### config.mk
export PLATFORM = sky130hd
export DESIGN_NAME = dir_ctrl
export DESIGN_NICKNAME = d
export VERILOG_FILES = /design/src/rtl/dir_ctrl.sv
export SDC_FILE = /design/constraint.sdc
export NUM_CORES = 1
export LEC_CHECK = 0
export BUFFER_PORTS_ARGS = -buffer_cell sky130_fd_sc_hd__buf_4
export CAP_MARGIN = 20
export CORE_MARGIN = 2
export CORE_UTILIZATION = 45
export CTS_CLUSTER_DIAMETER = 100
export DETAILED_ROUTE_END_ITERATION = 16
export GPL_TIMING_DRIVEN = 0
export PLACE_DENSITY = 0.69
export SKIP_CTS_REPAIR_TIMING = 1
export SLEW_MARGIN = 5
export SYNTH_ARGS = -nofsm -noshare
export SYNTH_HDL_FRONTEND = slang
export SYNTH_SLANG_ARGS = --single-unit
### constraint.sdc
create_clock -name clk -period 3.9 [get_ports clk]
set_input_delay 0.195 -clock clk [delete_from_list [all_inputs] [get_ports clk]]
set_output_delay 0.195 -clock clk [all_outputs]
set_load 0.005 [all_outputs]
### src/rtl/dir_ctrl.sv
// -----------------------------------------------------------------------------
// dir_ctrl: snake direction controller.
//
// Takes the debounced one-cycle key pulses for the four direction buttons. It
// keeps a small FIFO of pending turns and applies one turn per game step
// (tick). It also owns the IDLE/RUN game state.
//
// Key handling:
//   - Simultaneous keys are arbitrated with priority up > down > left > right.
//   - No-op and 180-degree reversal turns are discarded. They are compared
//     against the last queued turn, or against the current direction when the
//     queue is empty.
//
// Direction encoding: 0=up, 1=down, 2=left, 3=right.
//
// Ports:
//   clk          system clock
//   rst_n        asynchronous active-low reset
//   key_*_v      one-cycle key pulses (up/down/left/right)
//   tick         one-cycle pulse per snake step
//   game_over    forces IDLE, flushes the queue, restores INIT_DIR
//   dir          currently applied direction (registered)
//   running      high in RUN (registered)
//   dir_changed  one-cycle pulse when a tick applies a queued turn
//   key_drop     one-cycle pulse when a valid key meets a full queue
//   q_cnt        number of queued turns
// -----------------------------------------------------------------------------
module dir_ctrl #(
    parameter int         DEPTH    = 2,
    parameter logic [1:0] INIT_DIR = 2'd3
) (
    input  logic       clk,
    input  logic       rst_n,
    input  logic       key_up_v,
    input  logic       key_down_v,
    input  logic       key_left_v,
    input  logic       key_right_v,
    input  logic       tick,
    input  logic       game_over,
    output logic [1:0] dir,
    output logic       running,
    output logic       dir_changed,
    output logic       key_drop,
    output logic [2:0] q_cnt
);

    typedef enum logic {
        ST_IDLE = 1'b0,
        ST_RUN  = 1'b1
    } state_t;

    localparam logic [2:0] DEPTH_C  = 3'(DEPTH);
    localparam logic [1:0] LAST_PTR = 2'(DEPTH - 1);

    // Reversal partner: up<->down and left<->right differ only in bit 0.
    function automatic logic [1:0] rev_dir(input logic [1:0] d);
        return {d[1], ~d[0]};
    endfunction

    function automatic logic [1:0] ptr_inc(input logic [1:0] p);
        if (p == LAST_PTR) begin
            return 2'd0;
        end else begin
            return p + 2'd1;
        end
    endfunction

    function automatic logic [1:0] ptr_dec(input logic [1:0] p);
        if (p == 2'd0) begin
            return LAST_PTR;
        end else begin
            return p - 2'd1;
        end
    endfunction

    // Storage is sized for the maximum depth. This keeps the 2-bit pointers
    // exactly matched to the array; only the first DEPTH entries are used.
    state_t     state_q, state_d;
    logic [1:0] queue_q [4];
    logic [1:0] queue_d [4];
    logic [1:0] rd_ptr_q, rd_ptr_d;
    logic [1:0] wr_ptr_q, wr_ptr_d;
    logic [2:0] q_cnt_q, q_cnt_d;
    logic [1:0] dir_q, dir_d;
    logic       running_q, running_d;
    logic       dir_changed_q, dir_changed_d;
    logic       key_drop_q, key_drop_d;

    logic       key_v_s;
    logic [1:0] key_k_s;
    logic [1:0] ref_dir_s;
    logic       key_ok_s;
    logic       push_s;
    logic       pop_s;

    // Fixed-priority key arbitration; losing keys vanish silently.
    always_comb begin
        key_v_s = 1'b1;
        key_k_s = 2'd0;
        if (key_up_v) begin
            key_k_s = 2'd0;
        end else if (key_down_v) begin
            key_k_s = 2'd1;
        end else if (key_left_v) begin
            key_k_s = 2'd2;
        end else if (key_right_v) begin
            key_k_s = 2'd3;
        end else begin
            key_v_s = 1'b0;
        end
    end

    // Filter the selected key against the direction the snake will have once
    // all queued turns are applied.
    always_comb begin
        if (q_cnt_q != 3'd0) begin
            ref_dir_s = queue_q[ptr_dec(wr_ptr_q)];
        end else begin
            ref_dir_s = dir_q;
        end
        key_ok_s = key_v_s && (key_k_s != ref_dir_s) && (key_k_s != rev_dir(ref_dir_s));
    end

    // Next-state logic: game state, queue push/pop, direction update.
    always_comb begin
        state_d       = state_q;
        queue_d       = queue_q;
        rd_ptr_d      = rd_ptr_q;
        wr_ptr_d      = wr_ptr_q;
        q_cnt_d       = q_cnt_q;
        dir_d         = dir_q;
        running_d     = running_q;
        dir_changed_d = 1'b0;
        key_drop_d    = 1'b0;
        push_s        = 1'b0;
        pop_s         = 1'b0;

        if (game_over) begin
            state_d   = ST_IDLE;
            running_d = 1'b0;
            rd_ptr_d  = 2'd0;
            wr_ptr_d  = 2'd0;
            q_cnt_d   = 3'd0;
            dir_d     = INIT_DIR;
        end else begin
            case (state_q)
                ST_IDLE: begin
                    if (key_ok_s) begin
                        push_s    = 1'b1;
                        state_d   = ST_RUN;
                        running_d = 1'b1;
                    end else begin
                        push_s = 1'b0;
                    end
                end
                ST_RUN: begin
                    // Popping first lets a full queue accept a key on the same tick.
                    pop_s = tick && (q_cnt_q != 3'd0);
                    if (key_ok_s) begin
                        if ((q_cnt_q < DEPTH_C) || pop_s) begin
                            push_s = 1'b1;
                        end else begin
                            key_drop_d = 1'b1;
                        end
                    end else begin
                        push_s = 1'b0;
                    end
                end
                default: begin
                    state_d   = ST_IDLE;
                    running_d = 1'b0;
                end
            endcase

            if (pop_s) begin
                dir_d         = queue_q[rd_ptr_q];
                rd_ptr_d      = ptr_inc(rd_ptr_q);
                dir_changed_d = 1'b1;
            end else begin
                dir_changed_d = 1'b0;
            end

            if (push_s) begin
                queue_d[wr_ptr_q] = key_k_s;
                wr_ptr_d          = ptr_inc(wr_ptr_q);
            end else begin
                wr_ptr_d = wr_ptr_q;
            end

            case ({push_s, pop_s})
                2'b10:   q_cnt_d = q_cnt_q + 3'd1;
                2'b01:   q_cnt_d = q_cnt_q - 3'd1;
                default: q_cnt_d = q_cnt_q;
            endcase
        end
    end

    // State and output registers.
    always_ff @(posedge clk or negedge rst_n) begin
        if (!rst_n) begin
            state_q       <= ST_IDLE;
            for (int i = 0; i < 4; i++) begin
                queue_q[i] <= 2'd0;
            end
            rd_ptr_q      <= 2'd0;
            wr_ptr_q      <= 2'd0;
            q_cnt_q       <= 3'd0;
            dir_q         <= INIT_DIR;
            running_q     <= 1'b0;
            dir_changed_q <= 1'b0;
            key_drop_q    <= 1'b0;
        end else begin
            state_q       <= state_d;
            queue_q       <= queue_d;
            rd_ptr_q      <= rd_ptr_d;
            wr_ptr_q      <= wr_ptr_d;
            q_cnt_q       <= q_cnt_d;
            dir_q         <= dir_d;
            running_q     <= running_d;
            dir_changed_q <= dir_changed_d;
            key_drop_q    <= key_drop_d;
        end
    end

    assign dir         = dir_q;
    assign running     = running_q;
    assign dir_changed = dir_changed_q;
    assign key_drop    = key_drop_q;
    assign q_cnt       = q_cnt_q;

endmodule

Word-level counts from Yosys, hierarchy flattened. Index checks and enable logic that the tools add are counted.

Word-level logic and storage cells: 96. Output and inout bits: 8. Register bits: 21. Input bits: 8.

Bitwise gates (word level): 6. Add/sub/neg operators: 5. Equal/unequal tests: 7. Reductions and logical operators: 13. Mux-type cells: 48. $lt $le $gt $ge: 5.

Operator list (number): 2-bit 2-to-1 mux (20); 1-bit 2-to-1 mux (21); 3-bit greater-or-equal comparator, second input constant (3); 2-bit inverter with 3-bit output (3); 2-bit binary-select mux with 2-bit select (2); 8-bit bitwise mux (1); 2-bit by 1-bit equality test with 1-bit output, second input constant (3); 3-bit one-hot mux with 2 select lines (1); 2-bit nonzero test (3); 3-bit nonzero test (2); 2-bit by 1-bit adder with 2-bit output, second input constant (2); 2-bit demux with 2-bit select (1); 1-bit logical AND (4); 2-bit != test (2); 2-bit AND reduction (2); 3-bit by 1-bit adder with 3-bit output, second input constant (1); 3-bit by 1-bit < comparator with 1-bit output, second input constant (1); 3-bit by 2-bit < comparator with 1-bit output, second input constant (1); 3-bit 2-to-1 mux (1); 1-bit inverter (3); 3-bit by 1-bit subtractor with 3-bit output, second input constant (1); 2-bit equality test, second input constant (1); 2-bit logical NOT (1); 2-bit != test, second input constant (1); 3 further kinds (3).

Logic depth before layout (Yosys ltp).
Word-level depth: 17. Gate-level depth with buffers: 11. Mapped depth without buffers: 10.

Least setup slack after synthesis. Ideal clock, no wire load.

Path kind: register to register. Start: register q_cnt_q[0], in the netlist q_cnt[0]. End: register q_cnt_q[2], in the netlist q_cnt[2]. Library setup time: 0.128 ns. Path buffers: 1. Period minus slack after synthesis: 2.706 ns. Required time: 3.772 ns. Slack: 1.194 ns. Cell stages (with the launch flop): 12. Arrival time: 2.578 ns. Cell sequence: dfrtp_1 -> nor3_1 -> a211oi_2 -> or3_4 -> o21a_4 -> buf_6 -> and2_1 -> fa_1 -> inv_1 -> o2111ai_1 -> o31ai_1 -> mux2_1.

Longest elaborated chain between the ends: 11. Elaborated cells between the ends (all ways): 24. Classes of those cells: add/sub (2); order compare (1); eq/ne (4); mux (10); bitwise (1); reduce/logical (6).

RTL lines: start, declared (RTL line 83) `logic [2:0] q_cnt_q, q_cnt_d;`; start signal, assigned (RTL line 217) `q_cnt_q <= q_cnt_d;`; 3-bit nonzero test (RTL line 116, 158); 2-bit 2-to-1 mux (RTL line 116) `if (q_cnt_q != 3'd0) begin`; 2-bit != test or 1-bit inverter (tied branches) (RTL line 121, 57); 1-bit logical AND or 2-bit != test (tied branches) (RTL line 121) `key_ok_s = key_v_s && (key_k_s != ref_dir_s) && (key_k_s != rev_dir(ref_dir_s));`; 1-bit logical AND (RTL line 121); 1-bit 2-to-1 mux (on tied branches) (RTL line 159, 148); 1-bit one-hot mux with 2 select lines (RTL line 146) `case (state_q)`; 1-bit 2-to-1 mux (RTL line 138) `if (game_over) begin`; 2-bit by 1-bit equality test with 1-bit output or 2-bit equality test (tied branches) (RTL line 190) `case ({push_s, pop_s})`; 3-bit one-hot mux with 2 select lines (RTL line 190); 3-bit 2-to-1 mux (RTL line 138).

Several ways; a longest one is shown, not always the timed one. The select of a mux whose other input is x is not followed. A chain may end at the register's enable or synchronous reset.

Worst setup path after layout. Ends and elaborated chain as after synthesis.

==> flow_summary.json <==
{
  "status": "finished clean",
  "cts.sinks": 21,
  "drtPass1Iterations": 4,
  "cts_buffers": 3,
  "arrival_ns": 3.14,
  "switchingPower_uw": 262,
  "fillers": 214,
  "worstMarginPinSlew_ns": 0.506,
  "required_ns": 4.10,
  "portBuffers": 14,
  "final_util_pct": 54.5,
  "cellLeakagePower_uw": 0.000606,
  "seq_area_frac_synth_pct": 46.3,
  "syn_inst": 99,
  "synth.distinct_cells": 39,
  "fmax_mhz": 340,
  "seq_power_share_pct": 42.4,
  "pin_count": 16,
  "start_kind": "flop",
  "clkPwrFrac_pct": 14.4,
  "synth.most_common_cell": "dfrtp_1",
  "post-dp-hpwl_um": 1550,
  "maxSlewHeadroom_pct": 66.0,
  "synth_area_per_cell_sq_um": 11.5,
  "grt_overflow": 0,
  "synth_top_area_share_pct": 41.7,
  "cts_max_level": 1,
  "synth_seq_cells": 21,
  "synthTopCellsByCount": "dfrtp_1 (19), nor2_1 (12), nand2_1 (7), mux2_1 (6)",
  "fin_tns_setup_ns": 0,
  "num_rows": 18,
  "grt_pass1_wl_um": 3480,
  "ys.flop_type": "dfrtp_1",
  "antenna_found_initial": 0,
  "ys.warnings.count": 0,
  "path_max_fanout": 10,
  "clkLatencyLatePin_ns": 0.30,
  "die_h_um": 54.3,
  "combPwrFrac_pct": 43.1,
  "fin_crit_sh_pct": 75.3,
  "grt_pass1_vias": 777,
  "setup_violations": 0,
  "core_area_sq_um": 2430,
  "grt_util_met1_pct": 20.4,
  "cp_slowest_cell": "dfrtp_1",
  "drc": 0,
  "drt_iter0_drc": 12,
  "worst-setup-path-type": "flop to flop",
  "routed-via-count": 820,
  "cts_buffer_depth": 2,
  "crit_buf_inv": 2,
  "wl_um": 2050,
  "ant_nets": 0,
  "finClkSkew_ns": 0.00262,
  "grt-busiest-layer": "met2",
  "multiInputGateArea_sq_um": 578,
  "drv_cap": 0,
  "async_flop_share_pct": 100,
  "slew_viol_final": 0,
  "yosys.area.top_type": "dfrtp_1",
  "rsz0062_at_grt": "false",
  "slowest_delay_ns": 0.48,
  "viasPerCell": 5.50,
  "area_growth_pct": 16.2,
  "use_met2_pct": 29.7,
  "start_util_pct": 46.9,
  "grt_max_degree": 22,
  "grt_use_total_pct": 16.8,
  "drive_gt1_share_pct": 32.8,
  "nets": 129,
  "p_int_uw": 476,
  "gp_congestion": 0.746,
  "hp-class": "input pin to flop",
  "cp_top_family": "simple AND/OR/NAND/NOR gates",
  "clk_pin_slew_ns": 0.12,
  "worstPathCellList": "nor3_1 > a211oi_2 > or3_4 > o21a_4 > buf_6 > and2_1 > fa_1 > inv_1 > o2111ai_1 > o31ai_1 > mux2_1",
  "post_drt_wl_per_cell_um": 13.8,
  "cts-root-buf": "clkbuf_4",
  "final-hold-violation-count": 0,
  "cts_tree": "yes",
  "syn_nets": 108,
  "synthesis.area_sq_um": 1140,
  "peakVddDrop_mv": 0.265,
  "diodes": 0,
  "gr-usage-met3_pct": 2.46,
  "ys_top_cells_by_area": "dfrtp_1 (42%), mux2_1 (5.9%), dfstp_2 (4.6%)",
  "dieArea_sq_um": 2950,
  "p_per_area_nw_per_um2": 557,
  "fp.dieW_um": 54.3,
  "seqCellArea_sq_um": 528,
  "end_kind": "flop",
  "period_needed_ns": 2.94,
  "synth_edf_count": 0,
  "swShare_pct": 35.5
}
## per-stage QoR
| step | hold slack [ns] | power, uW | std cells | worst slack, ns | area (sq um) |
|---|---|---|---|---|---|
| 2_1_floorplan | -0.101 | 551 | 99 | 1.19 | 1140 |
| 3_3_place_gp | 0.0905 | 624 | 143 | 1.02 | 1280 |
| 3_5_place_dp | 0.0965 | 637 | 143 | 0.967 | 1280 |
| 4_1_cts | -0.249 | 744 | 147 | 0.960 | 1310 |
| 5_1_grt | 0.262 | 798 | 149 | 0.811 | 1330 |
| 6_report | 0.271 | 738 | 149 | 0.963 | 1330 |
## per-layer routing
layer / part of all wire, % / wire length (um)
met5: 0 / 0
met4: 0.49 / 10
met3: 2.9 / 59
met2: 53 / 1080
met1: 44 / 896
## flip-flops by register name, summed over array words and instances (netlist names)
signal and flops:
state_q 1, key_drop 1, dir 2, rd_ptr_q 2, q_cnt 3, dir_changed 1, running 1, wr_ptr_q 2
queue_q 8
## path summary, 6_finish.rpt
path / from / to / slack (ns) / cells after the start
worst min register to register: dir[0]$_DFFE_PN1P_ / dir[0]$_DFFE_PN1P_ / 0.50 / 2
worst max register to register: q_cnt[0]$_DFFE_PN0P_ / q_cnt[2]$_DFFE_PN0P_ / 0.96 / 11
max in group asynchronous: rst_n / dir[0]$_DFFE_PN1P_ / 3.33 / 2
min in group asynchronous: rst_n / q_cnt[0]$_DFFE_PN0P_ / 0.30 / 2
worst min-delay path: tick / dir_changed$_DFF_PN0_ / 0.27 / 4
worst max-delay path: q_cnt[0]$_DFFE_PN0P_ / q_cnt[2]$_DFFE_PN0P_ / 0.96 / 11
## cell usage in the layout (no fill, tap or decap), types with 2 or more instances in the layout
| cell | synthesis | final |
|---|---|---|
| dfrtp_1 | 19 | 19 |
| buf_4 | 0 | 14 |
| nor2_1 | 12 | 12 |
| nand2_1 | 7 | 7 |
| mux2_1 | 6 | 6 |
| inv_1 | 4 | 4 |
| a21oi_1 | 4 | 4 |
| mux2_2 | 4 | 4 |
| nand2b_1 | 4 | 4 |
| nor2b_1 | 3 | 3 |
| clkbuf_4 | 0 | 3 |
| nor3_1 | 2 | 2 |
| clkbuf_1 | 2 | 2 |
| nor4b_2 | 2 | 2 |
| mux4_2 | 2 | 2 |
| nand3b_1 | 2 | 2 |
| dfstp_2 | 2 | 2 |
## power groups by stage
stage | Sequential, uW | Clock (uW) | Combinational [uW]
global placement | 315 | 0 | 309
CTS | 314 | 111 | 319
finish | 313 | 107 | 318
floorplan | 307 | 0 | 244
detailed placement | 318 | 0 | 320
global route | 322 | 123 | 354
## area by class of cell
type	instances	share of cell area, %
Buffer	3	1.42
Clock buffer	3	1.70
Clock inverter	1	0.378
Inverter	4	1.13
Multi-Input combinational cell	71	43.6
Sequential cell	21	39.8
Tap cell	30	2.83
Timing Repair Buffer	16	9.07
## worst reg2reg max path: cells and delay by family (launching register included)
family,cells,cell delay [ns]
compound gates,4,0.43
mux,1,0.34
buf+inv,2,0.23
simple gates,3,1.00
fa+ha+maj,1,0.35
flops,1,0.48
## logic make-up after synthesis
kind of cell               Yosys count  synth area share [%]
adders and majority gates            1                  1.76
DFF                                 21                  46.3
AOI/OAI and AO/OA                   13                  8.67
xor gates and xnor gates             1                 0.769
muxes                               15                  17.2
and+or+nand+nor                     41                  22.3
buffers and inverters                7                  2.96
Note: power is estimated with default switching activity, not from simulation.
